### src/rtl/mdu_pkg.sv
// -----------------------------------------------------------------------------
// mdu_pkg
//   Shared definitions for the multiply/divide unit: R-type func codes handled
//   by the MDU, FSM state encoding, the iteration op select, and the decode
//   helpers (is_mdu_func is also used by the ALU control decoder).
// -----------------------------------------------------------------------------
package mdu_pkg;

    localparam logic [5:0] FN_MFHI  = 6'b010000;
    localparam logic [5:0] FN_MTHI  = 6'b010001;
    localparam logic [5:0] FN_MFLO  = 6'b010010;
    localparam logic [5:0] FN_MTLO  = 6'b010011;
    localparam logic [5:0] FN_MULT  = 6'b011000;
    localparam logic [5:0] FN_MULTU = 6'b011001;
    localparam logic [5:0] FN_DIV   = 6'b011010;
    localparam logic [5:0] FN_DIVU  = 6'b011011;

    typedef enum logic [1:0] {
        ST_IDLE = 2'd0,
        ST_RUN  = 2'd1,
        ST_FIX  = 2'd2
    } mdu_state_e;

    typedef enum logic {
        OP_MUL = 1'b0,
        OP_DIV = 1'b1
    } mdu_op_e;

    // Any of the eight HI/LO funcs: 0100xx (MF/MT) or 0110xx (MUL/DIV)
    function automatic logic is_mdu_func(input logic [5:0] f);
        return (f[5:2] == 4'b0100) || (f[5:2] == 4'b0110);
    endfunction

    // Only the iterative multiply/divide funcs
    function automatic logic is_muldiv(input logic [5:0] f);
        return f[5:2] == 4'b0110;
    endfunction

endpackage

### src/rtl/mdu_step.sv
// -----------------------------------------------------------------------------
// mdu_step
//   One combinational iteration of the multiply/divide datapath.
//   Ports:
//     op      : OP_MUL (shift-add) or OP_DIV (restoring subtract)
//     acc     : 2*DATA_W accumulator
//                 mul: {partial product hi, multiplier / product lo}
//                 div: {remainder, dividend / quotient}
//     opnd    : multiplicand (mul) or divisor (div)
//     acc_nxt : accumulator after this step
// -----------------------------------------------------------------------------
module mdu_step
    import mdu_pkg::*;
#(
    parameter int DATA_W = 32
) (
    input  mdu_op_e               op,
    input  logic [2*DATA_W-1:0]   acc,
    input  logic [DATA_W-1:0]     opnd,
    output logic [2*DATA_W-1:0]   acc_nxt
);

    logic [DATA_W:0]   w_sum;
    logic [DATA_W:0]   w_part;
    logic              w_ge;
    logic [DATA_W-1:0] w_rem_nxt;
    logic [2*DATA_W-1:0] w_mul_nxt;
    logic [2*DATA_W-1:0] w_div_nxt;

    // Multiply: add multiplicand into the upper half when the current
    // multiplier bit is set; the carry-out becomes the new MSB after the shift.
    assign w_sum     = {1'b0, acc[2*DATA_W-1:DATA_W]} + (acc[0] ? {1'b0, opnd} : '0);
    assign w_mul_nxt = {w_sum, acc[DATA_W-1:1]};

    // Divide: shift the next dividend bit into the remainder (DATA_W+1 bits
    // so nothing is lost), subtract when it fits, restore otherwise.
    // The remainder stays below the divisor, so the kept value fits DATA_W.
    assign w_part    = {acc[2*DATA_W-1:DATA_W], acc[DATA_W-1]};
    assign w_ge      = (w_part >= {1'b0, opnd});
    assign w_rem_nxt = DATA_W'(w_ge ? (w_part - {1'b0, opnd}) : w_part);
    assign w_div_nxt = {w_rem_nxt, acc[DATA_W-2:0], w_ge};

    assign acc_nxt = (op == OP_DIV) ? w_div_nxt : w_mul_nxt;

endmodule

### src/rtl/mdu_hilo.sv
// -----------------------------------------------------------------------------
// mdu_hilo
//   Iterative (1 bit/cycle) multiply/divide unit with architectural HI/LO.
//   Decodes MULT/MULTU/DIV/DIVU/MFHI/MTHI/MFLO/MTLO from the R-type func field.
//   Ports:
//     clk, rst_n     : clock (rising edge), async active-low reset
//     start          : instruction valid; func/rs_val/rt_val sampled with it
//     func           : R-type func field
//     rs_val, rt_val : operands (rs = dividend/multiplicand/MT source)
//     flush          : cancel the operation in flight (RUN/FIX only)
//     stall          : start of an MDU func while busy; pipeline must hold
//     busy           : multiply/divide in flight
//     done           : one-cycle pulse after HI/LO written by mul/div
//     rd_val         : HI for MFHI, LO for MFLO, else 0 (combinational)
//     hi, lo         : architectural HI/LO
// -----------------------------------------------------------------------------
module mdu_hilo
    import mdu_pkg::*;
#(
    parameter int DATA_W    = 32,
    parameter bit SIGNED_EN = 1'b1
) (
    input  logic              clk,
    input  logic              rst_n,
    input  logic              start,
    input  logic [5:0]        func,
    input  logic [DATA_W-1:0] rs_val,
    input  logic [DATA_W-1:0] rt_val,
    input  logic              flush,
    output logic              stall,
    output logic              busy,
    output logic              done,
    output logic [DATA_W-1:0] rd_val,
    output logic [DATA_W-1:0] hi,
    output logic [DATA_W-1:0] lo
);

    localparam int CNT_W = $clog2(DATA_W + 1);

    mdu_state_e          r_state;
    mdu_op_e             r_op;
    logic [CNT_W-1:0]    r_cnt;
    logic [2*DATA_W-1:0] r_acc;
    logic [DATA_W-1:0]   r_opnd;
    logic                r_neg_res;   // operand signs differ
    logic                r_neg_rem;   // dividend negative: remainder takes its sign
    logic                r_div0;
    logic                r_done;
    logic [DATA_W-1:0]   r_hi;
    logic [DATA_W-1:0]   r_lo;

    logic                w_muldiv;
    logic                w_is_div;
    logic                w_signed;
    logic                w_rs_neg;
    logic                w_rt_neg;
    logic [DATA_W-1:0]   w_rs_abs;
    logic [DATA_W-1:0]   w_rt_abs;
    logic [2*DATA_W-1:0] w_acc_nxt;
    logic [2*DATA_W-1:0] w_prod;
    logic [DATA_W-1:0]   w_quot;
    logic [DATA_W-1:0]   w_rem;
    logic [DATA_W-1:0]   w_fix_lo;
    logic [DATA_W-1:0]   w_fix_hi;

    // ---------------- decode / operand conditioning ----------------
    assign w_muldiv = is_muldiv(func);
    assign w_is_div = (func == FN_DIV) || (func == FN_DIVU);
    assign w_signed = SIGNED_EN && ((func == FN_MULT) || (func == FN_DIV));
    assign w_rs_neg = w_signed & rs_val[DATA_W-1];
    assign w_rt_neg = w_signed & rt_val[DATA_W-1];
    // |MIN| wraps to MIN, which is the correct unsigned magnitude
    assign w_rs_abs = w_rs_neg ? (~rs_val + 1'b1) : rs_val;
    assign w_rt_abs = w_rt_neg ? (~rt_val + 1'b1) : rt_val;

    mdu_step #(.DATA_W(DATA_W)) u_step (
        .op      (r_op),
        .acc     (r_acc),
        .opnd    (r_opnd),
        .acc_nxt (w_acc_nxt)
    );

    // ---------------- sign fix-ups applied in FIX ----------------
    assign w_prod   = r_neg_res ? (~r_acc + 1'b1) : r_acc;
    assign w_quot   = r_acc[DATA_W-1:0];
    assign w_rem    = r_acc[2*DATA_W-1:DATA_W];
    // Divide by zero: quotient forced to all ones; the remainder is already
    // |rs| and regains rs's sign, so hi ends up equal to rs_val.
    assign w_fix_lo = r_div0 ? '1 : (r_neg_res ? (~w_quot + 1'b1) : w_quot);
    assign w_fix_hi = r_neg_rem ? (~w_rem + 1'b1) : w_rem;

    // ---------------- FSM + datapath registers ----------------
    always_ff @(posedge clk or negedge rst_n) begin
        if (!rst_n) begin
            r_state   <= ST_IDLE;
            r_op      <= OP_MUL;
            r_cnt     <= '0;
            r_acc     <= '0;
            r_opnd    <= '0;
            r_neg_res <= 1'b0;
            r_neg_rem <= 1'b0;
            r_div0    <= 1'b0;
            r_done    <= 1'b0;
            r_hi      <= '0;
            r_lo      <= '0;
        end else begin
            r_done <= 1'b0;
            case (r_state)
                ST_IDLE: begin
                    if (start) begin
                        if (w_muldiv) begin
                            r_state   <= ST_RUN;
                            r_cnt     <= '0;
                            r_op      <= w_is_div ? OP_DIV : OP_MUL;
                            r_acc     <= {{DATA_W{1'b0}}, (w_is_div ? w_rs_abs : w_rt_abs)};
                            r_opnd    <= w_is_div ? w_rt_abs : w_rs_abs;
                            r_neg_res <= w_rs_neg ^ w_rt_neg;
                            r_neg_rem <= w_rs_neg;
                            r_div0    <= w_is_div && (rt_val == '0);
                        end else if (func == FN_MTHI) begin
                            r_hi <= rs_val;
                        end else if (func == FN_MTLO) begin
                            r_lo <= rs_val;
                        end
                    end
                end
                ST_RUN: begin
                    if (flush) begin
                        r_state <= ST_IDLE;
                    end else begin
                        r_acc <= w_acc_nxt;
                        r_cnt <= r_cnt + CNT_W'(1);
                        if (r_cnt == CNT_W'(DATA_W - 1))
                            r_state <= ST_FIX;
                    end
                end
                ST_FIX: begin
                    r_state <= ST_IDLE;
                    if (!flush) begin
                        r_done <= 1'b1;
                        if (r_op == OP_DIV) begin
                            r_hi <= w_fix_hi;
                            r_lo <= w_fix_lo;
                        end else begin
                            {r_hi, r_lo} <= w_prod;
                        end
                    end
                end
                default: r_state <= ST_IDLE;
            endcase
        end
    end

    // ---------------- outputs ----------------
    assign busy   = (r_state != ST_IDLE);
    assign done   = r_done;
    assign hi     = r_hi;
    assign lo     = r_lo;
    assign stall  = start & busy & is_mdu_func(func);
    assign rd_val = (func == FN_MFHI) ? r_hi :
                    (func == FN_MFLO) ? r_lo : '0;

endmodule

### config.mk
export PLATFORM = sky130hd
export DESIGN_NAME = mdu_hilo
export DESIGN_NICKNAME = d
export VERILOG_FILES = /design/src/rtl/mdu_pkg.sv /design/src/rtl/mdu_step.sv /design/src/rtl/mdu_hilo.sv
export SDC_FILE = /design/constraint.sdc
export NUM_CORES = 1
export LEC_CHECK = 0
export ABC_AREA = 0
export CAP_MARGIN = 15
export CORE_ASPECT_RATIO = 1.75
export CORE_MARGIN = 5
export CORE_UTILIZATION = 40
export CTS_BUF_LIST = sky130_fd_sc_hd__clkbuf_4 sky130_fd_sc_hd__clkbuf_8
export CTS_CLUSTER_DIAMETER = 100
export DETAILED_ROUTE_END_ITERATION = 8
export SLEW_MARGIN = 20
export SYNTH_ARGS = -nofsm -noshare
export SYNTH_HDL_FRONTEND = slang
export SYNTH_SLANG_ARGS = --single-unit
### constraint.sdc
create_clock -name clk -period 9.6 [get_ports clk]
set_input_delay 0.96 -clock clk [delete_from_list [all_inputs] [get_ports clk]]
set_output_delay 0.96 -clock clk [all_outputs]
set_load 0.1 [all_outputs]
==> flow_metrics.py, run 1 <==
metrics = {
    "power_and_ir_drop": {
        "p_seq_share_pct": 27.5,
        "peakVddDrop_v": 0.000123,
        "power_per_cell_area_nw_per_um2": 260,
        "p_switching_mw": 2.63,
        "p_comb_share_pct": 60.4,
        "total_power_mw": 4.70,
        "clkPwrFrac_pct": 12.1,
        "p_sw_share_pct": 55.9,
        "p_int_mw": 2.07,
        "p_leak_nw": 7.45,
    },
    "worst_setup_path": {
        "cp-endpoint": "rd_val[5]",
        "critical_path_required_ps": 8640,
        "rr_startpoint": "r_acc[0]",
        "worstReg2RegEnd": "r_acc[57]",
        "cp_max_fo": 32,
        "r2r_cells": 13,
        "cp-end-kind": "primary output",
        "critPathLaunch": "func[3]",
        "start_kind": "input port",
        "critPathKind": "input port to primary output",
        "r2r_slack_ps": 5240,
        "crit_arrival_ps": 3740,
    },
    "logic_synthesis": {
        "syn-num-nets": 2207,
        "synth_area_leaders": "dfrtp_1, nand2_1, nor2_1, xnor2_1, o21ai_0",
        "ys_seq_area_share_pct": 27.7,
        "synth.most_common_cell": "nand2_1",
        "synth-edff-count": 0,
        "synth.avg_cell_area_um2": 7.58,
        "ys_ff_latch": 173,
        "netlist.area_leader.share_pct": 27.7,
        "synth_warnings": 0,
        "yosys-top-cells-count": "nand2_1, nor2_1, o21ai_0",
        "yosys_most_used_dff": "dfrtp_1",
        "yosysTopAreaCell": "dfrtp_1",
        "yosysUniqueCellTypes": 73,
        "synth_cells": 2062,
        "ys_async_sr_fraction_pct": 100,
        "syn_area_um2": 15600,
    },
    "layout": {
        "nNetsFinal": 2286,
        "n_fill_cell": 3855,
        "areaGrowthSynthToFinish_pct": 15.9,
        "final-instance-count-excl-fill": 2640,
        "layout-drive-gt1-share_pct": 4.55,
    },
    "global_route": {
        "grt_pass1_wl_um": 101000,
        "globalRoute.totalOverflow": 0,
        "grt_max_degree": 74,
        "track_usage_pct": 30.3,
        "grt_antenna_before_repair": 1,
        "grt_pass1_vias": 16400,
    },
    "clock_network": {
        "postCtsSetupBuffers": 0,
        "cts_tree": "yes",
        "cts_buffers": 17,
        "htree_levels": 4,
        "clkLatencyLatePin_ps": 520,
        "clock_path_buffers": 2,
        "root_buffer": "clkbuf_8",
        "clock_sinks": 173,
        "clkTransAtPathRegs_ps": 110,
        "cts.repair.resized": 0,
        "cts_hold_buf": 0,
    },
    "floorplanning": {
        "die_h_um": 271,
        "row_count": 95,
        "core_um2": 38500,
        "start_util_pct": 40.6,
        "io_pins": 173,
        "dieArea_um2": 43300,
        "die_x_um": 159,
    },
    "timing": {
        "worstMarginPinSlew_ps": 1050,
        "finalMaxSlewViolations": 0,
        "tns_ps": 0,
        "rsz0062_at_grt": "no",
        "timing.fmax_mhz": 213,
        "setup_viol_count_final": 0,
        "max_slew_margin_pct": 29.2,
        "fin_skew_ps": 16.6,
        "finalCriticalPeriod_ps": 4700,
        "final.period_utilization_pct": 48.9,
        "hold_viol": 0,
    },
    "detailed_routing": {
        "routed_wl_um": 67700,
        "wire_per_inst_um": 25.6,
        "drc_errors": 0,
        "dr.pass1.iters": 7,
        "drt_iter0_markers": 1325,
        "drtAntennaViolNets": 0,
        "num_vias": 16400,
        "avgViaCountPerCell": 6.21,
    },
    "placement": {
        "dp_cells": 2606,
        "hpwl_um": 53500,
        "place.gp.congestion": 0.975,
        "io_buffers": 172,
    },
    "job": {
        "max_cap_violations": 0,
    },
    "min_path": {
        "min_path_type": "input port to async pin",
    },
    "status": {
        "outcome": "finished, final reports clean",
    },
}
cells by family after synthesis:
group,synth area share (%)
DFF,27.7
and+or+nand+nor,22.2
buffers and inverters,4.92
xor gates and xnor gates,9.86
AOI/OAI and AO/OA,23.7
muxes,5.83
adders and majority gates,5.78
registers in the layout, indices dropped and copies added, names as in the netlist:
| signal | flops |
|---|---|
| done | 1 |
| hi | 32 |
| lo | 32 |
| r_acc | 64 |
| r_cnt | 6 |
| r_div0 | 1 |
| r_neg_rem | 1 |
| r_neg_res | 1 |
| r_op | 1 |
| r_opnd | 32 |
| r_state | 2 |
placed cells by master (no fill, tap or decap), drive strengths merged, types with 73 or more instances in the layout:
| cell | synthesis | layout |
|---|---|---|
| dfrtp | 173 | 173 |
| mux2i | 82 | 82 |
| nand2 | 245 | 245 |
| o21ai | 178 | 178 |
| clkdlybuf4s50 | 0 | 170 |
| a21oi | 138 | 138 |
| xor2 | 74 | 74 |
| nor2 | 239 | 239 |
| inv | 64 | 73 |
| xnor2 | 101 | 101 |
worst max-delay path, stage by stage:
cell and delay [ps]:
clkdlybuf4s50_1 530, or3_1 820, nor2_1 240, clkdlybuf4s50_1 1170
area by class of cell:
cell class / instances / area, um^2 / area share (%)
tap: 485 / 607 / 3.35
clock buffer: 18 / 248 / 1.37
inverter: 64 / 240 / 1.33
clock inverter: 14 / 169 / 0.933
antenna: 1 / 2.50 / 0.0138
timing repair buffer: 198 / 1930 / 10.7
sequential: 173 / 4330 / 23.9
multi-input combinational: 1687 / 10600 / 58.4
worst min path at each step:
| stage | endpoint | slack (ps) | cells after the start |
|---|---|---|---|
| 2_1_floorplan | r_opnd[15] | 450 | 2 |
| 3_3_place_gp | r_opnd[7] | 470 | 2 |
| 3_5_place_dp | r_opnd[9] | 480 | 2 |
| 4_1_cts | r_acc[59] | 310 | 1 |
| 5_1_grt | hi[25] | 330 | 1 |
| 6_report | r_acc[59] | 330 | 1 |
metal layers:
| layer | vias to the layer above | routed length, um | part of all wire, % | track usage, % |
|---|---|---|---|---|
| met4 | 0 | 6830 | 10 | 24.8 |
| met5 | - | 0 | 0 | 0 |
| met2 | 736 | 34400 | 51 | 54.6 |
| met1 | 7814 | 23000 | 34 | 30.6 |
| met3 | 262 | 3480 | 5.1 | 4.51 |
| li1 | 7570 | - | - | - |
through the flow:
stage	setup slack [ps]	instance area [um^2]	utilization, %	hold slack [ps]
floorplan	5520	15600	-	450
global placement	4920	17600	45.8	471
detailed placement	4930	17600	45.8	477
CTS	4920	18100	46.9	310
global route	4750	18100	47.0	331
finish	4900	18100	47.0	326
power by group through the flow:
stage                     clock (mW)  sequential, mW  combinational, mW
after global routing           0.600            1.31               3.04
after floorplan                    0            1.66               1.53
after detailed placement           0            1.30               2.81
after CTS                      0.576            1.28               2.82
after global placement             0            1.29               2.79
final                          0.569            1.29               2.84
No activity file was read; power rests on OpenSTA's default activity.
==> run 2: changes to the inputs <==
==> constraint.sdc (replaced) <==
create_clock -name clk -period 4.2 [get_ports clk]
set_input_delay 0.42 -clock clk [delete_from_list [all_inputs] [get_ports clk]]
set_output_delay 0.42 -clock clk [all_outputs]
set_load 0.1 [all_outputs]
==> flow_metrics.py, run 2 (synthesized netlist as in run 1, its figures left out) <==
metrics = {
    "placement": {
        "io_buffers": 172,
        "hpwl_um": 56100,
        "place.gp.congestion": 1.01,
        "dp_cells": 2673,
    },
    "timing": {
        "final.period_utilization_pct": 95.3,
        "finalMaxSlewViolations": 0,
        "rsz0062_at_grt": "no",
        "fin_hold_ws_ps": 510,
        "fin_skew_ps": 31.5,
        "setup_viol_count_final": 0,
        "hold_viol": 0,
        "timing.fmax_mhz": 250,
        "finalCriticalPeriod_ps": 4000,
        "tns_ps": 0,
        "worstMarginPinSlew_ps": 1010,
        "max_slew_margin_pct": 32.5,
    },
    "power_and_ir_drop": {
        "peakVddDrop_v": 0.000299,
        "power_per_cell_area_nw_per_um2": 590,
        "p_leak_nw": 7.85,
    },
    "clock_network": {
        "htree_levels": 4,
        "clkTransAtPathRegs_ps": 120,
        "postCtsSetupBuffers": 0,
        "root_buffer": "clkbuf_8",
        "cts_buffers": 17,
        "clock_path_buffers": 2,
        "clock_sinks": 173,
        "clkLatencyLatePin_ps": 530,
        "cts_tree": "yes",
    },
    "worst_setup_path": {
        "max_stage_delay_ps": 540,
        "cp_top_family": "simple AND/OR/NAND/NOR gates",
        "cp-end-kind": "flop",
        "critical_path_buf_inv_count": 3,
        "path_cells": "inv_1 -> buf_4 -> nor2_1 -> ha_1 -> nand4_1 -> or2_2 -> nor3_1 -> o21ai_0 -> buf_4 -> a21o_1 -> nand2_1 -> nor4_1 -> o31a_1 -> a41oi_1",
        "crit_path_frequent_cell": "buf_4",
        "crit_path_top_delay_cell": "o21ai_0",
        "cp_max_fo": 18,
        "start_kind": "flop",
        "critical_path_required_ps": 4650,
        "critPathKind": "flop to flop",
        "crit_arrival_ps": 4450,
        "r2r_slack_ps": 200,
    },
    "floorplanning": {
        "core_um2": 38500,
        "die_h_um": 271,
        "start_util_pct": 40.6,
        "io_pins": 173,
        "dieArea_um2": 43300,
        "row_count": 95,
        "die_x_um": 159,
    },
    "global_route": {
        "grt_max_degree": 79,
        "grt_pass1_vias": 16600,
        "globalRoute.totalOverflow": 0,
        "track_usage_pct": 31.4,
        "grt_antenna_before_repair": 1,
        "grt_pass1_wl_um": 104000,
    },
    "detailed_routing": {
        "drtAntennaViolNets": 0,
        "wire_per_inst_um": 26.0,
        "drc_errors": 0,
        "num_vias": 16700,
        "dr.pass1.iters": 7,
        "drt_iter0_markers": 1302,
        "routed_wl_um": 70400,
        "avgViaCountPerCell": 6.17,
    },
    "layout": {
        "largest_reg_flops": 64,
        "nNetsFinal": 2353,
        "final_common_cell": "nand2_1",
        "final_util_pct": 48.1,
        "areaGrowthSynthToFinish_pct": 18.6,
        "regMostFlops": "r_acc",
        "final_cell_mix": "nand2_1, nor2_1, o21ai_0",
        "layout-drive-gt1-share_pct": 8.73,
        "final-instance-count-excl-fill": 2707,
        "n_fill_cell": 3857,
    },
    "status": {
        "outcome": "finished, final reports clean",
    },
    "min_path": {
        "min_path_type": "flop to flop",
    },
    "job": {
        "max_cap_violations": 0,
    },
}
[run 2: cell types whose count changed in the layout (fill, tap and decap cells not counted), moves of 2 or more]
cell | before | now
clkinv_8 | 1 | 6
clkdlybuf4s50_1 | 170 | 137
inv_8 | 7 | 2
buf_4 | 25 | 121
buf_12 | 0 | 4
inv_6 | 2 | 4
[run 2: area by class of cell]
class / instances / area, um^2 / area share, %
multi-input cells: 1687 / 10500 / 56.9
flip-flops and latches: 173 / 4330 / 23.4
repair buffers: 265 / 2390 / 12.9
well taps: 485 / 607 / 3.28
inverters: 64 / 240 / 1.30
clock buffers: 17 / 234 / 1.26
clock inverters: 15 / 178 / 0.959
diodes: 1 / 2.50 / 0.0135
[run 2: worst paths after layout]
path,start,endpoint,depth (start not counted)
max,r_acc[0],r_acc[63],14
min,r_opnd[9],r_opnd[9],2
max reg2reg,r_acc[0],r_acc[63],14
min reg2reg,r_opnd[9],r_opnd[9],2
max in group asynchronous,rst_n,lo[13],3
min in group asynchronous,rst_n,r_acc[61],2
[run 2: where the power goes]
group	switching [mW]	leakage [nW]	internal, mW	total [mW]
clock	0.817	0.206	0.453	1.27
combinational	4.56	5.50	2.30	6.86
sequential	0.701	2.15	2.10	2.80
total	6.08	7.85	4.85	10.9
[run 2: repair_timing]
| action | in CTS | in global routing |
|---|---|---|
| resized for setup | 0 | 1 |
| endpoints found under the setup margin | 0 | 1 |
| hold endpoints to repair | 76 | 0 |
| hold buffers | 1 | 0 |
[run 2: metrics by stage]
stage	area, um^2	setup slack [ps]	power [mW]
final	18500	196	10.9
after detailed placement	18100	346	9.59
after global routing	18500	116	11.5
after floorplan	15600	905	7.29
after CTS	18500	314	10.9
after global placement	18100	347	9.54
[run 2: per-layer routing]
metal	share of wire [%]	up-vias	track usage, %
met2	50	695	56.0
met1	34	8046	31.7
met3	4.7	291	4.52
met5	0	-	0
li1	-	7683	-
met4	11	0	27.0
[run 2: worst reg2reg max path, cell delays in order (launching register included)]
cell,delay [ps]
dfrtp_1,490
inv_1,130
buf_4,280
nor2_1,100
ha_1,390
nand4_1,130
or2_2,330
nor3_1,480
o21ai_0,540
buf_4,300
a21o_1,150
nand2_1,90
nor4_1,60
o31a_1,300
a41oi_1,160
==> run 3: changes to the inputs <==
==> constraint.sdc (replaced) <==
create_clock -name clk -period 3.4 [get_ports clk]
set_input_delay 0.34 -clock clk [delete_from_list [all_inputs] [get_ports clk]]
set_output_delay 0.34 -clock clk [all_outputs]
set_load 0.1 [all_outputs]
==> flow_metrics.py, run 3 (synthesized netlist as in run 1, its figures left out) <==
metrics = {
    "worst_setup_path": {
        "rr_startpoint": "r_acc[31]",
        "start_kind": "flop",
        "r2r_cells": 14,
        "r2r_slack_ps": 70,
        "cp_max_fo": 2,
        "cp_top_family": "compound AO/OA/AOI/OAI gates",
        "path_cells": "inv_1 -> ha_1 -> inv_1 -> fa_1 -> a211oi_2 -> o21ai_0 -> nand3_1 -> a21oi_1 -> o41ai_1 -> buf_4 -> a21oi_1 -> xnor2_1 -> o2111ai_1 -> a21boi_0",
        "worstReg2RegEnd": "r_acc[60]",
        "critical_path_buf_inv_count": 3,
        "crit_arrival_ps": 3740,
        "crit_path_top_delay_cell": "fa_1",
        "cp-end-kind": "flop",
        "critPathKind": "flop to flop",
        "critical_path_required_ps": 3810,
        "max_stage_delay_ps": 430,
    },
    "power_and_ir_drop": {
        "p_sw_share_pct": 53.9,
        "p_seq_share_pct": 22.3,
        "clkPwrFrac_pct": 10.7,
        "p_int_mw": 6.65,
        "p_comb_share_pct": 66.9,
        "peakVddDrop_v": 0.000356,
        "power_per_cell_area_nw_per_um2": 709,
        "p_leak_nw": 8.76,
        "p_switching_mw": 7.77,
    },
    "timing": {
        "fin_skew_ps": 25.3,
        "hold_viol": 0,
        "worstMarginPinSlew_ps": 1010,
        "finalCriticalPeriod_ps": 3330,
        "setup_viol_count_final": 0,
        "timing.fmax_mhz": 300,
        "worst_slack_ps": 69.1,
        "finalMaxSlewViolations": 0,
        "tns_ps": 0,
        "final.period_utilization_pct": 98.0,
        "rsz0062_at_grt": "no",
        "max_slew_margin_pct": 32.3,
    },
    "detailed_routing": {
        "dr_wl_met2_um": 37500,
        "drc_errors": 0,
        "drt-met1-wl_um": 24400,
        "wire_per_inst_um": 25.6,
        "wl_met3_um": 3680,
        "num_vias": 17400,
        "drtAntennaViolNets": 0,
        "avgViaCountPerCell": 6.06,
        "drt_iter0_markers": 1265,
        "dr.pass1.iters": 6,
        "highest_layer": "met4",
        "routed_wl_um": 73600,
    },
    "min_path": {
        "min_path_type": "input port to async pin",
    },
    "floorplanning": {
        "core_um2": 38500,
        "die_x_um": 159,
        "io_pins": 173,
        "start_util_pct": 40.6,
        "dieArea_um2": 43300,
        "row_count": 95,
        "die_h_um": 271,
    },
    "placement": {
        "pre_cts_slack_ps": -364,
        "hpwl_um": 59600,
        "io_buffers": 172,
        "place.gp.congestion": 1.02,
    },
    "job": {
        "max_cap_violations": 0,
    },
    "clock_network": {
        "cts_tree": "yes",
        "clock_path_buffers": 2,
        "htree_levels": 4,
        "clkTransAtPathRegs_ps": 110,
        "clock_sinks": 173,
        "root_buffer": "clkbuf_8",
        "clkLatencyLatePin_ps": 530,
        "cts_buffers": 17,
    },
    "layout": {
        "regMostFlops": "r_acc",
        "areaGrowthSynthToFinish_pct": 30.0,
        "final_util_pct": 52.8,
        "nNetsFinal": 2519,
        "n_fill_cell": 3753,
        "largest_reg_flops": 64,
        "layout-drive-gt1-share_pct": 16.2,
        "final_cell_mix": "buf_4, nand2_1, nor2_1",
        "final_common_cell": "buf_4",
    },
    "global_route": {
        "grt_pass1_wl_um": 108000,
        "grt_antenna_before_repair": 2,
        "grt_pass1_vias": 17400,
        "grt_max_degree": 94,
        "globalRoute.totalOverflow": 0,
        "track_usage_pct": 32.7,
    },
    "status": {
        "outcome": "finished, final reports clean",
    },
}
-- run 3: through the flow --
step	power, mW	instances	hold slack [ps]	area, um^2
after global routing	15.1	2874	536	20300
after CTS	14.2	2870	504	20200
final	14.4	2874	468	20300
after global placement	12.6	2837	471	19800
after detailed placement	12.7	2837	489	19800
after floorplan	9.01	2062	44.4	15600
-- run 3: worst max path at each step --
stage / from / endpoint / cells past startpoint
4_1_cts: r_acc[0] / r_acc[57] / 15
3_5_place_dp: r_acc[0] / r_acc[63] / 16
2_1_floorplan: r_acc[0] / hi[6] / 11
5_1_grt: r_acc[0] / hi[6] / 12
3_3_place_gp: r_acc[0] / r_acc[63] / 16
6_report: r_acc[31] / r_acc[60] / 14
-- run 3: per-layer routing --
metal / GRT usage (%) / vias up
li1: - / 8009
met1: 32.0 / 8327
met2: 59.4 / 787
met3: 4.13 / 306
met4: 28.8 / 0
met5: 0 / -
-- run 3: worst reg2reg max path, cell delays in order, from the launching register on --
cell and delay [ps]:
dfrtp_1 400, inv_1 60, ha_1 150, inv_1 50, fa_1 430, a211oi_2 260
o21ai_0 210, nand3_1 270, a21oi_1 210, o41ai_1 400, buf_4 170, a21oi_1 70
xnor2_1 240, o2111ai_1 120, a21boi_0 160
-- run 3: repair_timing --
item | 4_1_cts | 5_1_grt
hold endpoints to repair | 53 | 0
setup endpoints to repair | 22 | 33
hold buffers | 1 | 0
pin swaps | 2 | 9
resized for setup | 9 | 30
buffers inserted | 0 | 2
gates cloned | 0 | 0
-- run 3: layout make-up --
class / instances / area (um^2) / area share (%)
Multi-Input combinational cell: 1687 / 10700 / 52.5
Sequential cell: 173 / 4330 / 21.3
Timing Repair Buffer: 431 / 4060 / 20.0
Tap cell: 485 / 607 / 2.99
Clock buffer: 18 / 248 / 1.22
Inverter: 64 / 240 / 1.18
Clock inverter: 14 / 146 / 0.721
Antenna cell: 2 / 5.00 / 0.0246
-- run 3: power by group through the flow --
stage	Clock (mW)	Combinational [mW]	Sequential [mW]
2_1_floorplan	0	4.32	4.69
3_3_place_gp	0	9.38	3.23
3_5_place_dp	0	9.42	3.25
4_1_cts	1.57	9.48	3.20
5_1_grt	1.65	10.2	3.27
6_report	1.55	9.65	3.22
